File: src/rtl/imm_field_decode_pkg.sv
// Shared definitions for the immediate-field decoder: instruction field map,
// widths, skid-buffer state encoding and the decoded field record.
package imm_field_decode_pkg;

   localparam int IW         = 32;
   localparam int IMMW       = 17;
   localparam int CNTW_DFLT  = 16;

   // Instruction field bit positions
   localparam int OPC_HI     = 31;
   localparam int OPC_LO     = 26;
   localparam int RS_HI      = 25;
   localparam int RS_LO      = 21;
   localparam int RT_HI      = 20;
   localparam int RT_LO      = 16;
   localparam int I27_BIT    = 27;
   localparam int OFS_HI     = 15;  // top bit of the 16-bit load/store offset
   localparam int ITYPE_HI   = IMMW - 1;

   // Buffer occupancy: output slot only, or output slot plus skid slot
   typedef enum logic [1:0] {
      ST_EMPTY = 2'd0,
      ST_ONE   = 2'd1,
      ST_TWO   = 2'd2
   } state_e;

   // One decoded instruction as stored in either buffer slot
   typedef struct packed {
      logic [OPC_HI-OPC_LO:0] opcode;
      logic [RS_HI-RS_LO:0]   rs;
      logic [RT_HI-RT_LO:0]   rt;
      logic                   i27;
      logic [IMMW-1:0]        mem_type;
      logic [IMMW-1:0]        i_type;
   } fields_t;

endpackage

File: src/rtl/imm_field_decode_extract.sv
// Pure combinational slicing of a raw instruction into the decoded field record.
module imm_field_extract
   import imm_field_decode_pkg::*;
(
   input  logic [IW-1:0] instr,
   output fields_t       fields
);

   assign fields.opcode   = instr[OPC_HI:OPC_LO];
   assign fields.rs       = instr[RS_HI:RS_LO];
   assign fields.rt       = instr[RT_HI:RT_LO];
   assign fields.i27      = instr[I27_BIT];
   // Load/store offset: 16-bit value sign-extended by one bit
   assign fields.mem_type = {instr[OFS_HI], instr[OFS_HI:0]};
   assign fields.i_type   = instr[ITYPE_HI:0];

endmodule

File: src/rtl/imm_field_decode.sv
// Decode stage feeding the immediate select mux: extracts instruction fields
// and holds them in a two-entry skid buffer with registered valid/ready.
module imm_field_decode
   import imm_field_decode_pkg::*;
#(
   parameter int CNTW = CNTW_DFLT
) (
   input  logic            clk,
   input  logic            rst_n,
   input  logic            in_valid,
   output logic            in_ready,
   input  logic [IW-1:0]   instr_in,
   input  logic            flush,
   output logic            out_valid,
   input  logic            out_ready,
   output logic [5:0]      opcode,
   output logic [4:0]      rs,
   output logic [4:0]      rt,
   output logic            I27,
   output logic [IMMW-1:0] mem_type,
   output logic [IMMW-1:0] I_type,
   output logic [CNTW-1:0] decode_cnt
);

   state_e          state_q, state_d;
   fields_t         new_fields;
   fields_t         out_q, skid_q;
   logic            in_ready_q;
   logic [CNTW-1:0] cnt_q;
   logic            in_xfer, out_xfer;
   logic            load_out, load_skid, skid_to_out;

   imm_field_extract u_extract (
      .instr  (instr_in),
      .fields (new_fields)
   );

   assign out_valid = (state_q != ST_EMPTY);
   assign in_xfer   = in_valid  & in_ready_q;
   assign out_xfer  = out_valid & out_ready;

   // Next-state and slot-load decisions; flush overrides everything
   always_comb begin
      // NOTE: every signal gets a default before any branch so no path leaves it unassigned (no latches).
      state_d     = state_q;
      load_out    = 1'b0;
      load_skid   = 1'b0;
      skid_to_out = 1'b0;
      if (flush) begin
         state_d = ST_EMPTY;
      end else begin
         unique case (state_q)
            ST_EMPTY: begin
               if (in_xfer) begin
                  state_d  = ST_ONE;
                  load_out = 1'b1;
               end
            end
            ST_ONE: begin
               if (in_xfer && out_xfer) begin
                  load_out = 1'b1;
               end else if (in_xfer) begin
                  state_d   = ST_TWO;
                  load_skid = 1'b1;
               end else if (out_xfer) begin
                  state_d = ST_EMPTY;
               end
            end
            ST_TWO: begin
               if (out_xfer) begin
                  state_d     = ST_ONE;
                  skid_to_out = 1'b1;
               end
            end
            default: state_d = ST_EMPTY;
         endcase
      end
   end

   // State, registered ready and completed-handshake counter
   always_ff @(posedge clk or negedge rst_n) begin
      if (!rst_n) begin
         state_q    <= ST_EMPTY;
         in_ready_q <= 1'b1;
         cnt_q      <= '0;
      end else begin
         // NOTE: sequential state uses non-blocking assignments so all flops update from pre-edge values.
         state_q    <= state_d;
         in_ready_q <= (state_d != ST_TWO);
         if (out_xfer) cnt_q <= cnt_q + 1'b1;
      end
   end

   // Output and skid field records; output holds steady unless reloaded
   always_ff @(posedge clk or negedge rst_n) begin
      if (!rst_n) begin
         // NOTE: the data slots are reset because the field outputs must read zero out of reset.
         out_q  <= '0;
         skid_q <= '0;
      end else begin
         if (load_out)         out_q <= new_fields;
         else if (skid_to_out) out_q <= skid_q;
         if (load_skid)        skid_q <= new_fields;
      end
   end

   assign in_ready   = in_ready_q;
   assign decode_cnt = cnt_q;
   assign opcode     = out_q.opcode;
   assign rs         = out_q.rs;
   assign rt         = out_q.rt;
   assign I27        = out_q.i27;
   assign mem_type   = out_q.mem_type;
   assign I_type     = out_q.i_type;

endmodule

File: config.mk
export PLATFORM = sky130hd
export DESIGN_NAME = imm_field_decode
export DESIGN_NICKNAME = d
export VERILOG_FILES = /design/src/rtl/imm_field_decode_pkg.sv /design/src/rtl/imm_field_decode_extract.sv /design/src/rtl/imm_field_decode.sv
export SDC_FILE = /design/constraint.sdc
export NUM_CORES = 1
export LEC_CHECK = 0
export CORE_ASPECT_RATIO = 1.75
export CORE_UTILIZATION = 53
export CTS_BUF_LIST = sky130_fd_sc_hd__clkbuf_2
export DETAILED_ROUTE_END_ITERATION = 8
export GPL_ROUTABILITY_DRIVEN = 0
export PLACE_DENSITY = 0.95
export SYNTH_ARGS = -nofsm -noshare
export SYNTH_HDL_FRONTEND = slang
export SYNTH_SLANG_ARGS = --single-unit
File: constraint.sdc
create_clock -name clk -period 2.4 [get_ports clk]
set_input_delay 0.48 -clock clk [delete_from_list [all_inputs] [get_ports clk]]
set_output_delay 0.48 -clock clk [all_outputs]
set_load 0.02 [all_outputs]
Word level (Yosys, flattened, before mapping). Index checks and enable logic that the tools add are counted.

Flip-flop bits (word level): 120.

Add/subtract/negate cells: 1. Equality and inequality tests: 3. Mux-type cells: 19. Bitwise logic cells: 2. Reduce and logical (&&, ||, !) cells: 4.

Operators by type and width (number): $mux 51 (2); $add 16x1->16 const B (1); $mux 2 (6); $mux 1 (9); $pmux 2 s3 (1); $reduce_bool 2->1 (2); $and 1x1->1 (2); $eq 2x1->1 const B (1); $eq 2x2->1 const B (1); $logic_not 2->1 (1); $ne 2x2->1 const B (1); $pmux 1 s2 (1); $logic_and 1x1->1 (1).

Logic depth before layout (Yosys ltp). Gate-level depths: netlist of run 1.

Word-level depth: 8. Depth in mapped cells: 6. Gate-level depth less buffers: 5.

Cells and area by module. From an unflattened synthesis of run 1, not the netlist that was laid out.

Cell total of the unflattened synthesis: 458. Area, all modules: 5803.1 sq um.

Modules (own cells, without submodules): imm_field_decode (instances 1, cells an instance 407, area each 5420.2 sq um); imm_field_extract (instances 1, cells an instance 51, area each 382.9 sq um).

Least setup slack after synthesis of run 1. Ideal clock, no wire load.

Path kind: reg2reg. From: register in_ready_q (netlist: in_ready). To: register out_q (netlist bit mem_type[10]). Arrival: 1.511 ns. Data required time: 2.282 ns. Slack: 0.771 ns. Stages on the path, launching flop included: 6. Cell sequence: dfstp_2 -> nand2_1 -> nor4_4 -> nor2_1 -> buf_2 -> a21o_1.

Cells in the longest elaborated chain, start to end: 6.

Ends and longest elaborated chain: from (decl) (line imm_field_decode.sv:28) `logic in_ready_q;`; from (signal assigned) (line imm_field_decode.sv:89) `in_ready_q <= (state_d != ST_TWO);`; $and 1x1->1 * (line imm_field_decode.sv:39) `assign in_xfer = in_valid & in_ready_q;`; $logic_and 1x1->1 (line imm_field_decode.sv:60) `if (in_xfer && out_xfer) begin`; $mux 1 (line imm_field_decode.sv:60); $pmux 1 s2 * (line imm_field_decode.sv:52) `unique case (state_q)`; $mux 1 * (line imm_field_decode.sv:49) `if (flush) begin`; $mux 51 or $reduce_bool 2->1 (tied branches); to (signal assigned) (line imm_field_decode.sv:101) `if (load_out) out_q <= new_fields;`; to (signal assigned) (line imm_field_decode.sv:102) `else if (skid_to_out) out_q <= skid_q;`; to (decl) (line imm_field_decode.sv:27) `fields_t out_q, skid_q;`.

Every way passes the cells marked *; elsewhere a longest branch is shown, timed or not. A chain may end at the register's enable or synchronous reset.

Final worst setup path of run 1.
From: register state_q[0]. To: output out_valid.

Cells in the longest elaborated chain, start to end: 1.

Ends and longest elaborated chain: from (decl) (line imm_field_decode.sv:25) `state_e state_q, state_d;`; from (signal assigned) (line imm_field_decode.sv:88) `state_q <= state_d;`; $reduce_bool 2->1 (line imm_field_decode.sv:38) `assign out_valid = (state_q != ST_EMPTY);`; to (decl) (line imm_field_decode.sv:14) `output logic out_valid,`.

No other way between the ends.

==> flow_summary.toml, run 1 <==
[status]
status = "completed"

[detailed_routing]
viasPerCell = 5.56
wire_per_inst_um = 16.7
drt_pass1_iterations = 4
ant_nets = 0
routed_wirelength_um = 7510
drtIter0Drc = 123
drc_errors = 0
vias = 2503

[floorplanning]
dieWidth_um = 64.1
placementRows = 39
coreArea_mm2 = 0.00654
start_util_pct = 54.7
pin_count = 106
die-area_mm2 = 0.00709
die_h_um = 111

[timing]
tightest_slew_ns = 0.519
final_hold_viol_count = 0
rsz0062_at_grt = "false"
fin_setup_tns_ns = 0
final-setup-viol-count = 0
fmax_mhz = 431
clock_skew_ns = 0.0118
period_needed_ns = 2.32
slew_headroom_pct = 65.4
min_period_over_period_pct = 96.8
timing.final.ws_setup_ns = 0.0773
slew_viol_final = 0

[clock_network]
cts_tree = "done"
cts_inserted_buffers = 9
cts_sinks = 83
clockBufferDepth = 2
cts_root_buf = "clkbuf_2"
clk_pin_slew_ns = 0.19
cts_max_level = 3
cts_resized = 0
cts_setup_buffers = 0
worstSkewPairLatency_ns = 0.52

[min_path]
hold_path_class = "input pin to async pin"

[synthesis]
synth.avg_cell_area_um2 = 13.3
synthesis.area_mm2 = 0.00358
ys_seq_area_share_pct = 58.1
netlist_instances = 268
synthAdderAreaFrac_pct = 0.350
synth-xor-area-share_pct = 3.67
synth_cell_types = 31
synth.area.mux_share_pct = 10.7
synth_top_family_by_area = "compound AO/OA/AOI/OAI gates"
yosys_warnings = 0
synth_compound_area_share_pct = 15.6
synth_seq_cells = 83
synth_nets = 306
synth-simple-area-share_pct = 5.67

[layout]
final_area_mm2 = 0.00474
n_antenna_cell = 0
syn_to_final_growth_pct = 32.6
layout.nets = 401
layout-drive-gt1-share_pct = 17.9

[place]
port_buffers = 105
dpl_cell_area_mm2 = 0.00463
place_ws_ns = 0.161
hpwl_um = 5430

[critical_path]
r2r_setup_slack_ns = 0.72
end_kind = "primary output"
cp_max_fo = 7
reg2regPathDepth = 5
r2r_end = "rt[2]"
critical_path_class = "register to primary output"
startpoint_type = "register"
rr_startpoint = "in_ready"
cp.arrival_ns = 1.84
cp.required_ns = 1.92

[power]
p_leak_uw = 0.00226
worst_ir_drop_vdd_v = 0.000515
power.density_mw_per_mm2 = 794
power_uw = 3760

[global_routing]
grt_overflow = 0
grt_max_degree = 49
grt_util_all_layers_pct = 22.7
grt_pass1_wl_um = 12200
grt_pass1_vias = 2575
antenna_found_initial = 0

[run]
timing.max_cap.violations = 0
-- worst max path at each step --
stage | start | slack, ns | to
detailed placement | out_ready | 0.16 | mem_type[4]
global placement | out_ready | 0.23 | mem_type[14]
global route | state_q[0] | 0.01 | out_valid
floorplan | in_ready | 0.77 | mem_type[10]
finish | state_q[0] | 0.08 | out_valid
CTS | state_q[0] | 0.05 | out_valid
-- cell usage after synthesis --
| cell | n | area share (%) |
|---|---|---|
| buf_4 | 19 | 4.0 |
| nor3b_2 | 1 | 0.35 |
| mux2_2 | 33 | 10 |
| nor2_1 | 4 | 0.42 |
| nor2b_2 | 1 | 0.24 |
| nor3_2 | 1 | 0.28 |
| a21o_1 | 32 | 6.7 |
| nand3_1 | 3 | 0.42 |
| xnor2_1 | 11 | 2.7 |
| mux2i_1 | 1 | 0.28 |
| o21a_1 | 1 | 0.21 |
| a22o_1 | 32 | 7.8 |
| and4_1 | 2 | 0.49 |
| nand2_1 | 9 | 0.94 |
| and3_1 | 2 | 0.35 |
| dfrtp_1 | 82 | 57 |
| dfstp_2 | 1 | 0.73 |
| inv_1 | 1 | 0.10 |
| buf_2 | 13 | 1.8 |
| nand2b_1 | 1 | 0.18 |
| o211ai_1 | 1 | 0.21 |
| o21ai_1 | 1 | 0.14 |
| nand4b_1 | 1 | 0.24 |
| ha_1 | 1 | 0.35 |
| xor2_1 | 4 | 0.98 |
| or2_2 | 1 | 0.18 |
| o22a_1 | 1 | 0.24 |
| nor4_4 | 1 | 0.59 |
| nand4_1 | 4 | 0.70 |
| a211o_1 | 1 | 0.24 |
| nor3_1 | 2 | 0.28 |
-- sequential cells by signal (all words and copies together) (netlist names) --
name and count:
opcode 6, in_ready 1, decode_cnt 16, rt 5, state_q 2, rs 5
skid_q 32, mem_type 16
-- stage by stage --
stage / hold slack [ns] / utilization, % / instances
finish: 0.431 / 72.5 / 450
global placement: 0.458 / 70.8 / 433
detailed placement: 0.460 / 70.8 / 433
CTS: 0.413 / 72.5 / 450
floorplan: 0.184 / - / 268
global route: 0.444 / 72.5 / 450
-- power by group --
group | internal, µW | leakage (µW) | switching, µW
clock | 254 | 0.0000736 | 430
sequential | 1700 | 0.00104 | 213
combinational | 642 | 0.00114 | 523
-- timing repair --
action | 4_1_cts | 5_1_grt
hold buffers | 1 | 0
endpoints found under the setup margin | 0 | 0
hold endpoints to repair | 34 | 0
-- worst max-delay path: stages (launching register included) --
cell and delay [ns]:
dfrtp_1 0.48, or2_2 0.31, clkdlybuf4s50_1 0.54
-- logic make-up (layout without fill, tap and decap cells) --
kind of cell / after synthesis / count (layout)
xor+xnor: 15 / 15
flops: 83 / 83
fa+ha+maj: 1 / 1
compound gates: 69 / 69
simple gates: 33 / 33
buf+inv: 33 / 133
mux: 34 / 34
-- placed cells by master, fill, tap and decap left out, types with 2 or more instances in the layout --
cell type        instances
nand2_1                  9
a21o_1                  32
mux2_2                  33
and4_1                   2
and3_1                   2
nor3_1                   2
xor2_1                   4
clkdlybuf4s50_1        104
dfrtp_1                 82
nor2_1                   3
nand4_1                  4
buf_4                    9
a22o_1                  32
xnor2_1                 11
buf_12                   2
clkbuf_2                13
nand3_1                  3
-- cell type report --
class,instances,area [µm²]
Tap cell,82,103
Inverter,1,3.75
Sequential cell,83,2080
Timing Repair Buffer,116,1160
Fill cell,454,1800
Clock inverter,3,38.8
Clock buffer,13,65.1
Multi-Input combinational cell,152,1290
-- layer usage --
layer	track usage, %	share of wire [%]
met5	0	0
met4	13.6	3.5
met3	3.81	3.8
met2	39.1	55
met1	25.6	38
No activity file was read; power rests on OpenSTA's default activity.
==> run 2, diff against run 1 <==
- CORE_UTILIZATION: 53 -> 30
- CTS_BUF_LIST: sky130_fd_sc_hd__clkbuf_2 -> not set
- PLACE_DENSITY: 0.95 -> 0.62
==> run 2 against run 1 <==
- the flow now finishes with violations (design-rule violations)
- first-iteration DRC count decreased by 8.1%
- combinational power about the same
- wire length increased by 6.8%
- clock power increased by 110%
- worst setup slack improved by 0.12 ns
- via count decreased by 2.2%
- clock skew decreased by 0.0063 ns
- non-clock buffer count unchanged
==> flow_summary.toml, run 2 (synthesized netlist as in run 1, its figures left out) <==
[status]
status = "complete, but fails checks"
failed_checks = "design-rule violations"

[detailed_routing]
routed_wirelength_um = 8030
wire_per_inst_um = 16.0
vias = 2447
drc_errors = 6
drtIter0Drc = 113
viasPerCell = 4.86
drt_pass1_iterations = 8
ant_nets = 0

[timing]
min_period_over_period_pct = 91.7
slew_viol_final = 0
rsz0062_at_grt = "false"
period_needed_ns = 2.20
final-setup-viol-count = 0
slew_headroom_pct = 64.8
fin_setup_tns_ns = 0
fmax_mhz = 455
clock_skew_ns = 0.00540
tightest_slew_ns = 0.525
final_hold_viol_count = 0

[layout]
multi_input_area_mm2 = 0.00129
layout_common_cells = "clkdlybuf4s50_1 (104), dfrtp_1 (82), mux2_2 (33)"
register_area_mm2 = 0.00208
largest_reg_flops = 32
layout.nets = 401
layout-drive-gt1-share_pct = 18.2
fillers = 1111
final_common_cell = "clkdlybuf4s50_1"
syn_to_final_growth_pct = 40.4
regMostFlops = "skid_q"
n_antenna_cell = 0
fin_cells = 503

[clock_network]
clk_pin_slew_ns = 0.06
cts_setup_buffers = 0
cts_root_buf = "clkbuf_16"
cts_inserted_buffers = 9
cts_tree = "done"
cts_sinks = 83
cts_resized = 0
clockBufferDepth = 2
holdBufCountCts = 0
cts_max_level = 3
worstSkewPairLatency_ns = 0.33

[critical_path]
critical_path_class = "register to primary output"
end_kind = "primary output"
startpoint_type = "register"
cp.arrival_ns = 1.72
cp.required_ns = 1.92
cp_max_fo = 10

[place]
dpl.cell_count = 487
port_buffers = 105
hpwl_um = 5780

[floorplanning]
die_h_um = 146
placementRows = 52
pin_count = 106
die-area_mm2 = 0.0124
start_util_pct = 30.9
dieWidth_um = 84.5
coreArea_mm2 = 0.0116

[power]
p_leak_uw = 0.00233
worst_ir_drop_vdd_v = 0.000389
power.density_mw_per_mm2 = 905

[global_routing]
grt_max_degree = 37
antenna_found_initial = 0
grt_pass1_vias = 2554
grt_overflow = 0
grt_pass1_wl_um = 13100
grt_util_all_layers_pct = 13.7

[min_path]
hold_path_class = "input pin to async pin"

[run]
timing.max_cap.violations = 0
-- run 2: worst max-delay path, stage by stage (launching register included) --
cell and delay, ns:
dfrtp_1 0.49, or2_2 0.35, clkdlybuf4s50_1 0.55
-- run 2: metal layers --
| metal | up-vias | GRT usage, % | share of wire, % |
|---|---|---|---|
| met5 | - | 0 | 0 |
| met4 | 0 | 8.98 | 4.5 |
| met3 | 19 | 2.83 | 4.8 |
| met2 | 71 | 24.3 | 54 |
| met1 | 1214 | 14.5 | 36 |
| li1 | 1143 | - | - |
-- run 2: power breakdown --
part           switching [µW]  internal [µW]  leakage (µW)
combinational             516            643       0.00114
sequential                217           1710       0.00104
clock                     548            913      0.000149
total                    1280           3260       0.00233
-- run 2: cell type report --
class                   instances  share of cell area, %
clock buffers                  10                   4.56
clock inverters                 6                   1.77
inverters                       1                 0.0748
multi-input cells             152                   25.8
flip-flops and latches         83                   41.4
well taps                     135                   3.36
repair buffers                116                   23.0
-- run 2: per-stage QoR --
step	total power [µW]	utilization, %	hold slack (ns)	cell area (µm²)	worst slack, ns
global route	4760	43.3	0.0681	5020	0.135
CTS	4610	43.3	0.0547	5020	0.176
detailed placement	3120	40.6	0.415	4700	0.0625
global placement	3090	40.6	0.414	4700	0.101
floorplan	2580	-	0.184	3580	0.771
finish	4540	43.3	0.0519	5020	0.200
-- run 2: final timing paths --
check                      startpoint            to  slack (ns)  depth (start not counted)
max                        state_q[1]     out_valid        0.20                          2
min                             rst_n  mem_type[12]        0.05                          1
max reg2reg                  in_ready  mem_type[13]        0.53                          5
min reg2reg                     rt[1]         rt[1]        0.47                          1
max in group asynchronous       rst_n      in_ready        1.66                          2
min in group clk                rt[1]         rt[1]        0.47                          1
==> run 3, diff against run 2 <==
- SLEW_MARGIN: not set -> 10
==> results of run 3 <==
No change in the layout: final DEF, timing and power equal those of run 2.
